### config.mk
export PLATFORM = sky130hd
export DESIGN_NAME = mem_loader
export DESIGN_NICKNAME = d
export VERILOG_FILES = /design/src/rtl/mem_loader.sv
export SDC_FILE = /design/constraint.sdc
export NUM_CORES = 1
export LEC_CHECK = 0
export BUFFER_PORTS_ARGS = -buffer_cell sky130_fd_sc_hd__buf_2
export CORE_UTILIZATION = 47
export CTS_CLUSTER_DIAMETER = 60
export CTS_CLUSTER_SIZE = 30
export DETAILED_ROUTE_END_ITERATION = 7
export PLACE_DENSITY = 0.66
export SETUP_SLACK_MARGIN = 0.02
export SYNTH_ARGS = -nofsm -noshare
export SYNTH_HDL_FRONTEND = slang
export SYNTH_SLANG_ARGS = --single-unit
### constraint.sdc
create_clock -name clk -period 5.4 [get_ports clk]
set_input_delay 0.54 -clock clk [delete_from_list [all_inputs] [get_ports clk]]
set_output_delay 0.54 -clock clk [all_outputs]
set_load 0.01 [all_outputs]
### src/rtl/mem_loader.sv
// ============================================================================
// mem_loader
// ----------------------------------------------------------------------------
// Byte-stream program loader sitting in front of the 256x8 unified memory.
// Frames arrive over a valid/ready byte handshake:
//
//     SYNC_BYTE(8'hA5), ADDR, LEN, LEN data bytes, CHK
//
// LEN = 0 stands for 256 bytes. CHK is the XOR of ADDR, LEN and every data
// byte. Each data byte is written to memory through a one-cycle write pulse
// at consecutive addresses starting at ADDR, with 8-bit wrap-around.
//
// Ports
//   clk       in   1  single clock, all state changes on posedge
//   rst       in   1  asynchronous, active-high reset
//   in_data   in   8  incoming stream byte
//   in_valid  in   1  in_data is valid
//   in_ready  out  1  loader accepts a byte this cycle (low only in WR)
//   mem_addr  out  8  memory write address
//   mem_din   out  8  memory write data
//   mem_we    out  1  memory write enable, one-cycle pulses only
//   busy      out  1  a frame is in progress, CPU must keep off the memory
//   done      out  1  one-cycle pulse, frame finished with a good checksum
//   err       out  1  sticky checksum failure, cleared by the next sync byte
// ============================================================================
module mem_loader (
    input  logic       clk,
    input  logic       rst,
    input  logic [7:0] in_data,
    input  logic       in_valid,
    output logic       in_ready,
    output logic [7:0] mem_addr,
    output logic [7:0] mem_din,
    output logic       mem_we,
    output logic       busy,
    output logic       done,
    output logic       err
);

    localparam logic [7:0] SYNC_BYTE = 8'hA5;

    // Frame-parsing states.
    localparam logic [2:0] ST_IDLE = 3'd0;
    localparam logic [2:0] ST_ADDR = 3'd1;
    localparam logic [2:0] ST_LEN  = 3'd2;
    localparam logic [2:0] ST_DATA = 3'd3;
    localparam logic [2:0] ST_WR   = 3'd4;
    localparam logic [2:0] ST_CHK  = 3'd5;

    logic [2:0] state;
    logic [7:0] ptr;        // next memory address to write
    logic [8:0] cnt;        // data bytes still expected (256 needs 9 bits)
    logic [7:0] xor_acc;    // running checksum over ADDR, LEN and data
    logic       accept;     // a byte transfers on this clock edge

    // The WR cycle is where the memory captures the byte, so the stream is
    // stalled there. in_ready depends on the state register only, which
    // keeps the handshake free of any combinational path from in_valid.
    assign in_ready = (state != ST_WR);
    assign accept   = in_valid & in_ready;

    // NOTE: every register here, including the memory-port outputs, is reset
    // asynchronously so that an aborted frame drops mem_we and busy at once;
    // the memory array itself lives outside and keeps what was written.
    always_ff @(posedge clk or posedge rst) begin
        if (rst) begin
            state    <= ST_IDLE;
            ptr      <= 8'h00;
            cnt      <= 9'd0;
            xor_acc  <= 8'h00;
            mem_addr <= 8'h00;
            mem_din  <= 8'h00;
            mem_we   <= 1'b0;
            busy     <= 1'b0;
            done     <= 1'b0;
            err      <= 1'b0;
        end else begin
            // NOTE: non-blocking assignments throughout; the defaults below
            // are overridden later in the same block, and the last write wins.
            done   <= 1'b0;
            mem_we <= 1'b0;

            case (state)
                ST_IDLE: begin
                    // Anything but the sync marker is line noise and dropped.
                    if (accept && in_data == SYNC_BYTE) begin
                        state <= ST_ADDR;
                        err   <= 1'b0;
                        busy  <= 1'b1;
                    end
                end

                ST_ADDR: begin
                    if (accept) begin
                        ptr     <= in_data;
                        xor_acc <= in_data;
                        state   <= ST_LEN;
                    end
                end

                ST_LEN: begin
                    if (accept) begin
                        cnt     <= (in_data == 8'h00) ? 9'd256 : {1'b0, in_data};
                        xor_acc <= xor_acc ^ in_data;
                        state   <= ST_DATA;
                    end
                end

                ST_DATA: begin
                    // A byte equal to SYNC_BYTE here is plain payload.
                    if (accept) begin
                        mem_addr <= ptr;
                        mem_din  <= in_data;
                        mem_we   <= 1'b1;
                        xor_acc  <= xor_acc ^ in_data;
                        ptr      <= ptr + 8'd1;
                        cnt      <= cnt - 9'd1;
                        state    <= ST_WR;
                    end
                end

                ST_WR: begin
                    // mem_we already falls through the default above.
                    state <= (cnt == 9'd0) ? ST_CHK : ST_DATA;
                end

                ST_CHK: begin
                    // Written bytes are not rolled back on a bad checksum.
                    if (accept) begin
                        if (in_data == xor_acc) begin
                            done <= 1'b1;
                        end else begin
                            err <= 1'b1;
                        end
                        busy  <= 1'b0;
                        state <= ST_IDLE;
                    end
                end

                default: begin
                    state <= ST_IDLE;
                    busy  <= 1'b0;
                end
            endcase
        end
    end

endmodule
==> results of run 1 <==
kinds of logic after synthesis:
| logic type | share of synthesized area [%] |
|---|---|
| AOI/OAI and AO/OA | 20.6 |
| and+or+nand+nor | 17.2 |
| muxes | 5.83 |
| xor gates and xnor gates | 2.79 |
| adders and majority gates | 0.996 |
| DFF | 47.8 |
| buffers and inverters | 4.78 |
worst max-delay path, delay by kind of cell (launching register included):
family / cells / cell delay (ns)
flops: 1 / 0.71
mux: 1 / 0.46
simple gates: 2 / 1.35
per-layer routing:
metal	share of wire, %	vias to the layer above	GRT usage (%)
met3	3.6	4	4.15
li1	-	1002	-
met2	46	50	32.1
met1	49	985	30.3
met5	0	-	0
met4	0.88	0	5.66
cell usage in the layout, fill, tap and decap left out, drive strengths merged, types with 2 or more instances in the layout:
cell	synthesis	layout
dfrtp	48	48
buf	10	31
nor2	25	25
o21ai	23	23
a21oi	21	21
nand2	20	20
mux2	13	13
inv	8	9
xnor2	8	8
nand4	6	6
a311oi	5	5
a31oi	5	5
nand3	5	5
clkbuf	11	5
nand2b	4	4
a22oi	4	4
nor3	4	4
and3b	3	3
a21o	3	3
o211a	3	3
nand3b	3	3
nor4	3	3
o2bb2ai	3	3
a2bb2oi	3	3
or4	3	3
and4	2	2
o22ai	2	2
ha	2	2
state kept, by name, indices dropped and copies added, names as in the netlist:
name      count
err           1
xor_acc       8
done          1
mem_din       8
mem_addr      8
mem_we        1
cnt           9
ptr           8
busy          1
state         3
layout make-up:
cell class                 count  area [sq um]  share of cell area, %
inverter                       8          30.0                   1.08
tap                           70          87.6                   3.15
sequential                    48          1200                   43.2
timing repair buffer          31           155                   5.58
clock buffer                   5          68.8                   2.48
clock inverter                 3          46.3                   1.67
multi-input combinational    187          1190                   42.8
stage by stage:
step           worst slack (ns)  instances  instance area [sq um]  total power [mW]
6_report                   2.76        352                   2780              1.61
5_1_grt                    2.49        352                   2780              1.74
3_3_place_gp               2.87        344                   2670              1.32
4_1_cts                    2.76        352                   2780              1.61
3_5_place_dp               2.75        344                   2670              1.34
2_1_floorplan              3.71        264                   2510              1.17
power by group:
part           leakage [nW]  internal, mW  switching, mW
clock                0.0548         0.140          0.129
combinational         0.566         0.295          0.337
sequential            0.579         0.523          0.182
total                  1.20         0.958          0.648
worst min path at each step:
stage	startpoint	end	slack (ns)	cells past startpoint
after floorplan	cnt[8]	cnt[8]	0.45	1
after global placement	busy	busy	0.46	2
after detailed placement	busy	busy	0.46	2
after CTS	busy	busy	0.48	2
after global routing	mem_addr[4]	mem_addr[4]	0.51	2
final	rst	mem_we	0.45	2
==> results.sh, run 1 <==
export IMPL_outcome="finished, final reports clean"
export IMPL_reg2reg_setup_slack_ns=2.76
export IMPL_dp_hpwl_um=3660
export IMPL_syn_inst=264
export IMPL_ant_nets=0
export IMPL_clockBufferDepth=2
export IMPL_grt_pass1_wl_um=8870
export IMPL_grt_pass1_vias=1796
export IMPL_yosysMostFrequentCell="dfrtp_1"
export IMPL_maxCapViolCount=0
export IMPL_path_cells="and3b_1 -> nand2_1 -> mux2_2"
export IMPL_coreArea_sq_mm=0.00514
export IMPL_diodes=0
export IMPL_hold_viol_final=0
export IMPL_max_freq_mhz=379
export IMPL_drc=0
export IMPL_post_synth_cell_area_avg_sq_um=9.52
export IMPL_antenna_found_initial=0
export IMPL_die_area_sq_mm=0.00564
export IMPL_initial_core_util_pct=48.9
export IMPL_clockRootBuffer="clkbuf_8"
export IMPL_clk_latency_ns=0.31
export IMPL_vias=2041
export IMPL_wl_um=5470
export IMPL_num_fill_cells=499
export IMPL_cts_setup_buffers=0
export IMPL_fin_skew_ns=0.00947
export IMPL_report_final_slew_viol_count=0
export IMPL_row_count=26
export IMPL_ys_ff_latch=48
export IMPL_r2r_end="mem_addr[7]"
export IMPL_portBuffers=31
export IMPL_grt_usage_pct=21.0
export IMPL_firstDrtPassIters=4
export IMPL_holdWs_ns=0.453
export IMPL_async_flop_share_pct=100
export IMPL_synthFlopType="dfrtp_1"
export IMPL_chipWidth_um=75.1
export IMPL_synth_yosys_seq_area_share_pct=47.8
export IMPL_viasPerCell=5.80
export IMPL_fin_nets=294
export IMPL_wl_per_cell_um=15.6
export IMPL_syn_area_sq_mm=0.00251
export IMPL_rsz0062_at_grt="false"
export IMPL_hold_class="in -> async"
export IMPL_holdBufCountCts=0
export IMPL_cts_repair_resized=0
export IMPL_routabilityCongestion=0.783
export IMPL_critPathLaunch="state[1]"
export IMPL_period_share_pct=48.9
export IMPL_synth_top_area_share_pct=47.8
export IMPL_htree_levels=2
export IMPL_ys_warn_count=0
export IMPL_cpMaxStageDelayCell="dfrtp_1"
export IMPL_syn_nets=277
export IMPL_vdd_ir_drop_worst_mv=0.272
export IMPL_path_max_fanout=21
export IMPL_p_per_area_mw_per_mm2=578
export IMPL_period_minus_slack_ns=2.64
export IMPL_overflow=0
export IMPL_worst_setup_path_start_kind="flip-flop"
export IMPL_ys_types=44
export IMPL_cts_num_sinks=48
export IMPL_fp_dieH_um=75.1
export IMPL_arrival_ns=2.83
export IMPL_drtIter0Drc=189
export IMPL_critPathKind="reg -> reg"
export IMPL_timing_rr_start="state[1]"
export IMPL_synth_edf_count=0
export IMPL_yosys_top_cells_area="dfrtp_1 (48%), mux2_2 (5.8%), o21ai_0 (4.6%)"
export IMPL_critical_path_max_stage_delay_ns=0.71
export IMPL_cp_required_ns=5.59
export IMPL_finalCoreUtilization_pct=54.1
export IMPL_synth_largest_area_cell="dfrtp_1"
export IMPL_synth_common_cells="dfrtp_1 (48), nor2_1 (25), o21ai_0 (23), a21oi_1 (21), nand2_1 (20)"
export IMPL_syn_to_final_growth_pct=10.7
export IMPL_crit_end="mem_addr[7]"
export IMPL_cts_made_buffers=5
export IMPL_tns_ns=0
export IMPL_leakagePower_nw=1.20
export IMPL_tightest_slew_ns=0.986
export IMPL_cts_tree="done"
export IMPL_clkTransAtPathRegs_ns=0.10
export IMPL_setup_violations=0
export IMPL_grt_start_max_net_pins=49
export IMPL_crit_path_end_kind="flip-flop"
export IMPL_relSlewSlack_pct=34.2
export IMPL_drive_gt1_share_pct=20.2
export IMPL_ff2ff_path_depth=3
export IMPL_ios=32
No activity file was read; power rests on OpenSTA's default activity.
==> inputs of run 2 (changes only) <==
--- a/config.mk
+++ b/config.mk
@@ -10,7 +10,7 @@
 export CTS_CLUSTER_DIAMETER = 60
 export CTS_CLUSTER_SIZE = 30
 export DETAILED_ROUTE_END_ITERATION = 7
-export PLACE_DENSITY = 0.66
+export PLACE_DENSITY = 0.69
 export SETUP_SLACK_MARGIN = 0.02
 export SYNTH_ARGS = -nofsm -noshare
 export SYNTH_HDL_FRONTEND = slang
==> constraint.sdc (replaced) <==
create_clock -name clk -period 2.4 [get_ports clk]
set_input_delay 0.24 -clock clk [delete_from_list [all_inputs] [get_ports clk]]
set_output_delay 0.24 -clock clk [all_outputs]
set_load 0.01 [all_outputs]
==> run 2 against run 1 <==
- total power is 140% higher
- sequential share of layout area decreased by 1.4 points
- wire length grew 3.4%
- clock skew is essentially flat
- final area up 3.3%
- fmax increased by 44%
- non-clock buffer count rose by 9
- sequential power is 120% higher
- count of clock-buffer cells in the layout unchanged
- largest power group is now combinational logic
==> results.sh, run 2 (synthesis gave the netlist of run 1 again) <==
export IMPL_final_cell_mix="dfrtp_1 (48), buf_2 (31), nor2_1 (25)"
export IMPL_ios=32
export IMPL_placed_area_sq_mm=0.00273
export IMPL_coreArea_sq_mm=0.00514
export IMPL_ff2ff_path_depth=6
export IMPL_ant_nets=0
export IMPL_min_from="in_data[7]"
export IMPL_dp_hpwl_um=3900
export IMPL_num_fill_cells=498
export IMPL_grt_start_max_net_pins=28
export IMPL_critPathLaunch="cnt[0]"
export IMPL_period_minus_slack_ns=1.84
export IMPL_timing_rr_start="cnt[0]"
export IMPL_cts_num_sinks=48
export IMPL_vias=2105
export IMPL_rsz0062_at_grt="false"
export IMPL_drtIter0Drc=110
export IMPL_largest_reg_flops=9
export IMPL_outcome="finished, final reports clean"
export IMPL_dp_slack_ns=0.586
export IMPL_syn_to_final_growth_pct=14.3
export IMPL_arrival_ns=2.02
export IMPL_critPathKind="reg -> reg"
export IMPL_clockRootBuffer="clkbuf_8"
export IMPL_top_register="cnt"
export IMPL_antenna_found_initial=0
export IMPL_overflow=0
export IMPL_regArea_sq_mm=0.00120
export IMPL_fin_skew_ns=0.00921
export IMPL_crit_end="cnt[8]"
export IMPL_portBuffers=31
export IMPL_finalInstanceArea_sq_mm=0.00287
export IMPL_met2_length_um=2630
export IMPL_drc=0
export IMPL_wl_per_cell_um=15.7
export IMPL_critical_path_top_delay_family="simple AND/OR/NAND/NOR gates"
export IMPL_wl_um=5660
export IMPL_drive_gt1_share_pct=22.3
export IMPL_relSlewSlack_pct=57.7
export IMPL_tns_ns=0
export IMPL_path_max_fanout=6
export IMPL_cts_repair_resized=0
export IMPL_hold_class="in -> reg"
export IMPL_cts_made_buffers=5
export IMPL_hold_viol_final=0
export IMPL_tightest_slew_ns=0.635
export IMPL_clk_latency_ns=0.31
export IMPL_worst_setup_path_start_kind="flip-flop"
export IMPL_grt_pass1_wl_um=9280
export IMPL_wl_met3_um=284
export IMPL_clockBufferDepth=2
export IMPL_fp_dieH_um=75.1
export IMPL_vdd_ir_drop_worst_mv=0.513
export IMPL_top_layer_used="met4"
export IMPL_initial_core_util_pct=48.9
export IMPL_max_freq_mhz=545
export IMPL_crit_buf_inv=1
export IMPL_finalWorstSetupSlack_ns=0.564
export IMPL_p_per_area_mw_per_mm2=1330
export IMPL_htree_levels=2
export IMPL_reg2reg_setup_slack_ns=0.56
export IMPL_grt_usage_pct=22.0
export IMPL_diodes=0
export IMPL_fin_nets=303
export IMPL_final_common_cell="dfrtp_1"
export IMPL_leakagePower_nw=1.26
export IMPL_critical_path_max_stage_delay_ns=0.55
export IMPL_cp_required_ns=2.59
export IMPL_crit_path_end_kind="flip-flop"
export IMPL_cts_tree="done"
export IMPL_chipWidth_um=75.1
export IMPL_path_cells="inv_1 -> ha_1 -> or4b_1 -> nor4_1 -> o21ai_0 -> o2bb2ai_1"
export IMPL_routabilityCongestion=0.847
export IMPL_clkTransAtPathRegs_ns=0.10
export IMPL_cpMaxStageDelayCell="or4b_1"
export IMPL_viasPerCell=5.83
export IMPL_row_count=26
export IMPL_period_share_pct=76.5
export IMPL_grt_pass1_vias=1865
export IMPL_die_area_sq_mm=0.00564
export IMPL_setup_violations=0
export IMPL_multiInputGateArea_sq_mm=0.00119
export IMPL_firstDrtPassIters=4
export IMPL_wl_met1_um=2700
export IMPL_maxCapViolCount=0
export IMPL_report_final_slew_viol_count=0
export IMPL_r2r_end="cnt[8]"
export IMPL_cp_depth=6
-- run 2: cell count changes in the layout (fill, tap and decap cells not counted) --
cell           previous run  this run
bufinv_16                 1         2
buf_4                     0         8
dlygate4sd3_1             0         1
clkinvlp_4                1         0
-- run 2: through the flow --
step	instances	power (mW)	utilization (%)	hold WS, ns
after floorplan	264	2.64	-	0.343
after global placement	352	3.04	53.0	0.317
after detailed placement	352	3.11	53.0	0.320
after CTS	361	3.83	55.9	0.208
after global routing	361	4.12	55.9	0.235
final	361	3.82	55.9	0.211
-- run 2: metal layers --
layer | up-vias | GRT usage (%)
li1 | 1020 | -
met2 | 57 | 35.2
met3 | 6 | 3.88
met5 | - | 0
met1 | 1022 | 31.2
met4 | 0 | 5.24
-- run 2: final cells by class --
| type | instances | area share [%] |
|---|---|---|
| Clock buffer | 5 | 2.40 |
| Sequential cell | 48 | 41.8 |
| Timing Repair Buffer | 40 | 7.84 |
| Multi-Input combinational cell | 187 | 41.5 |
| Inverter | 8 | 1.05 |
| Tap cell | 70 | 3.05 |
| Clock inverter | 3 | 2.40 |
-- run 2: worst min-delay path by stage --
stage,end,depth (start not counted),slack (ns)
4_1_cts,xor_acc[7],2,0.21
3_3_place_gp,mem_we,2,0.32
2_1_floorplan,xor_acc[4],1,0.34
5_1_grt,xor_acc[7],2,0.23
3_5_place_dp,mem_we,2,0.32
6_report,xor_acc[7],2,0.21
-- run 2: report_power, final --
part	switching [mW]	internal [mW]
clock	0.292	0.420
combinational	0.854	0.721
sequential	0.357	1.18
total	1.50	2.32
-- run 2: timing repair --
| item | in CTS | in global routing |
|---|---|---|
| setup buffers | 0 | 0 |
| hold endpoints to repair | 25 | 0 |
| endpoints found under the setup margin | 0 | 0 |
| hold buffers | 1 | 0 |
==> inputs of run 3 (changes only) <==
--- a/config.mk
+++ b/config.mk
@@ -10,7 +10,7 @@
 export CTS_CLUSTER_DIAMETER = 60
 export CTS_CLUSTER_SIZE = 30
 export DETAILED_ROUTE_END_ITERATION = 7
-export PLACE_DENSITY = 0.69
+export PLACE_DENSITY = 0.66
 export SETUP_SLACK_MARGIN = 0.02
 export SYNTH_ARGS = -nofsm -noshare
 export SYNTH_HDL_FRONTEND = slang
==> constraint.sdc (replaced) <==
create_clock -name clk -period 1.9 [get_ports clk]
set_input_delay 0.19 -clock clk [delete_from_list [all_inputs] [get_ports clk]]
set_output_delay 0.19 -clock clk [all_outputs]
set_load 0.01 [all_outputs]
==> run 3 against run 2 <==
- flip-flop and latch count is the same
- total power grew 25%
- critical endpoint is now cnt[6]
- largest cell class is now multi-input gates
- clock power grew 9.7%
- hold slack lost 0.031 ns
==> results.sh, run 3 (synthesis gave the netlist of run 1 again) <==
export IMPL_drive_gt1_share_pct=24.4
export IMPL_dp_slack_ns=0.0912
export IMPL_firstDrtPassIters=4
export IMPL_grt_start_max_net_pins=27
export IMPL_grt_pass1_wl_um=9560
export IMPL_wl_per_cell_um=15.9
export IMPL_worst_setup_path_start_kind="flip-flop"
export IMPL_period_share_pct=91.2
export IMPL_path_cells="inv_1 -> ha_2 -> or4b_4 -> o32ai_1 -> a21oi_1"
export IMPL_antenna_found_initial=0
export IMPL_p_per_area_mw_per_mm2=1640
export IMPL_portBuffers=31
export IMPL_critPathKind="reg -> reg"
export IMPL_outcome="finished, final reports clean"
export IMPL_arrival_ns=1.91
export IMPL_ant_nets=0
export IMPL_diodes=0
export IMPL_ios=32
export IMPL_vdd_ir_drop_worst_mv=0.744
export IMPL_final_common_cell="dfrtp_1"
export IMPL_report_final_slew_viol_count=0
export IMPL_placed_area_sq_mm=0.00277
export IMPL_total_power_mw=4.76
export IMPL_die_area_sq_mm=0.00564
export IMPL_clockRootBuffer="clkbuf_8"
export IMPL_cts_tree="done"
export IMPL_hold_viol_final=0
export IMPL_syn_to_final_growth_pct=15.6
export IMPL_crit_buf_inv=1
export IMPL_chipWidth_um=75.1
export IMPL_initial_core_util_pct=48.9
export IMPL_top_register="cnt"
export IMPL_cts_num_sinks=48
export IMPL_htree_levels=2
export IMPL_max_freq_mhz=577
export IMPL_cts_setup_buffers=0
export IMPL_finalInstanceArea_sq_mm=0.00291
export IMPL_routabilityCongestion=0.816
export IMPL_grt_usage_pct=22.8
export IMPL_drtIter0Drc=143
export IMPL_maxCapViolCount=0
export IMPL_period_minus_slack_ns=1.73
export IMPL_setup_violations=0
export IMPL_crit_path_end_kind="flip-flop"
export IMPL_wl_um=5800
export IMPL_clockBufferDepth=2
export IMPL_leakagePower_nw=1.27
export IMPL_clkTransAtPathRegs_ns=0.10
export IMPL_cpMaxStageDelayCell="or4b_4"
export IMPL_grt_pass1_vias=1972
export IMPL_fin_skew_ns=0.00365
export IMPL_finalCoreUtilization_pct=56.5
export IMPL_place_inst=356
export IMPL_dp_hpwl_um=4100
export IMPL_cp_required_ns=2.08
export IMPL_relSlewSlack_pct=66.7
export IMPL_stdcell_count=365
export IMPL_hold_class="in -> reg"
export IMPL_finalWorstSetupSlack_ns=0.167
export IMPL_critical_path_max_stage_delay_ns=0.51
export IMPL_critical_path_top_delay_family="simple AND/OR/NAND/NOR gates"
export IMPL_fp_dieH_um=75.1
export IMPL_tightest_slew_ns=0.498
export IMPL_vias=2104
export IMPL_overflow=0
export IMPL_path_max_fanout=6
export IMPL_final_cell_mix="dfrtp_1 (48), buf_2 (31), nor2_1 (25)"
export IMPL_coreArea_sq_mm=0.00514
export IMPL_largest_reg_flops=9
export IMPL_holdWs_ns=0.180
export IMPL_rsz0062_at_grt="false"
export IMPL_cts_made_buffers=5
export IMPL_fin_nets=307
export IMPL_drc=0
export IMPL_row_count=26
export IMPL_viasPerCell=5.76
export IMPL_clk_latency_ns=0.31
export IMPL_tns_ns=0
[run 3: routing by layer]
layer	vias up	share of wire (%)	global-route usage (%)
li1	1017	-	-
met1	1013	47	31.4
met2	62	46	34.8
met3	12	5.0	4.82
met4	0	2.3	10.1
met5	-	0	0
[run 3: path summary, 6_finish.rpt]
check	cells after the start	startpoint	slack [ns]	to
setup / recovery	5	cnt[1]	0.17	cnt[6]
hold / removal	2	in_data[7]	0.18	xor_acc[7]
setup reg to reg	5	cnt[1]	0.17	cnt[6]
hold reg to reg	2	busy	0.48	busy
max in group asynchronous	4	rst	0.94	ptr[0]
min in group asynchronous	3	rst	0.45	mem_we
[run 3: cell type report]
| type | instances | area (sq um) |
|---|---|---|
| Fill cell | 502 | 2230 |
| Clock inverter | 3 | 46.3 |
| Timing Repair Buffer | 44 | 268 |
| Multi-Input combinational cell | 187 | 1200 |
| Sequential cell | 48 | 1200 |
| Inverter | 8 | 30.0 |
| Clock buffer | 5 | 68.8 |
| Tap cell | 70 | 87.6 |
[run 3: where the power goes]
group	total [mW]	leakage [nW]	switching [mW]	internal [mW]
combinational	2.05	0.634	1.09	0.965
clock	0.781	0.0548	0.384	0.397
sequential	1.93	0.579	0.442	1.49
total	4.76	1.27	1.91	2.85
[run 3: worst reg2reg max path: cells and delay by family (launching register included)]
kind / cells / cell delay (ns)
buffers and inverters: 1 / 0.08
AOI/OAI and AO/OA: 2 / 0.38
adders and majority gates: 1 / 0.20
DFF: 1 / 0.42
and+or+nand+nor: 1 / 0.51
[run 3: timing repair]
| item | 4_1_cts | 5_1_grt |
|---|---|---|
| gates resized for setup | 0 | 3 |
| endpoints found under the setup margin | 0 | 2 |
| hold buffers | 1 | 0 |
| endpoints found under the hold margin | 22 | 0 |
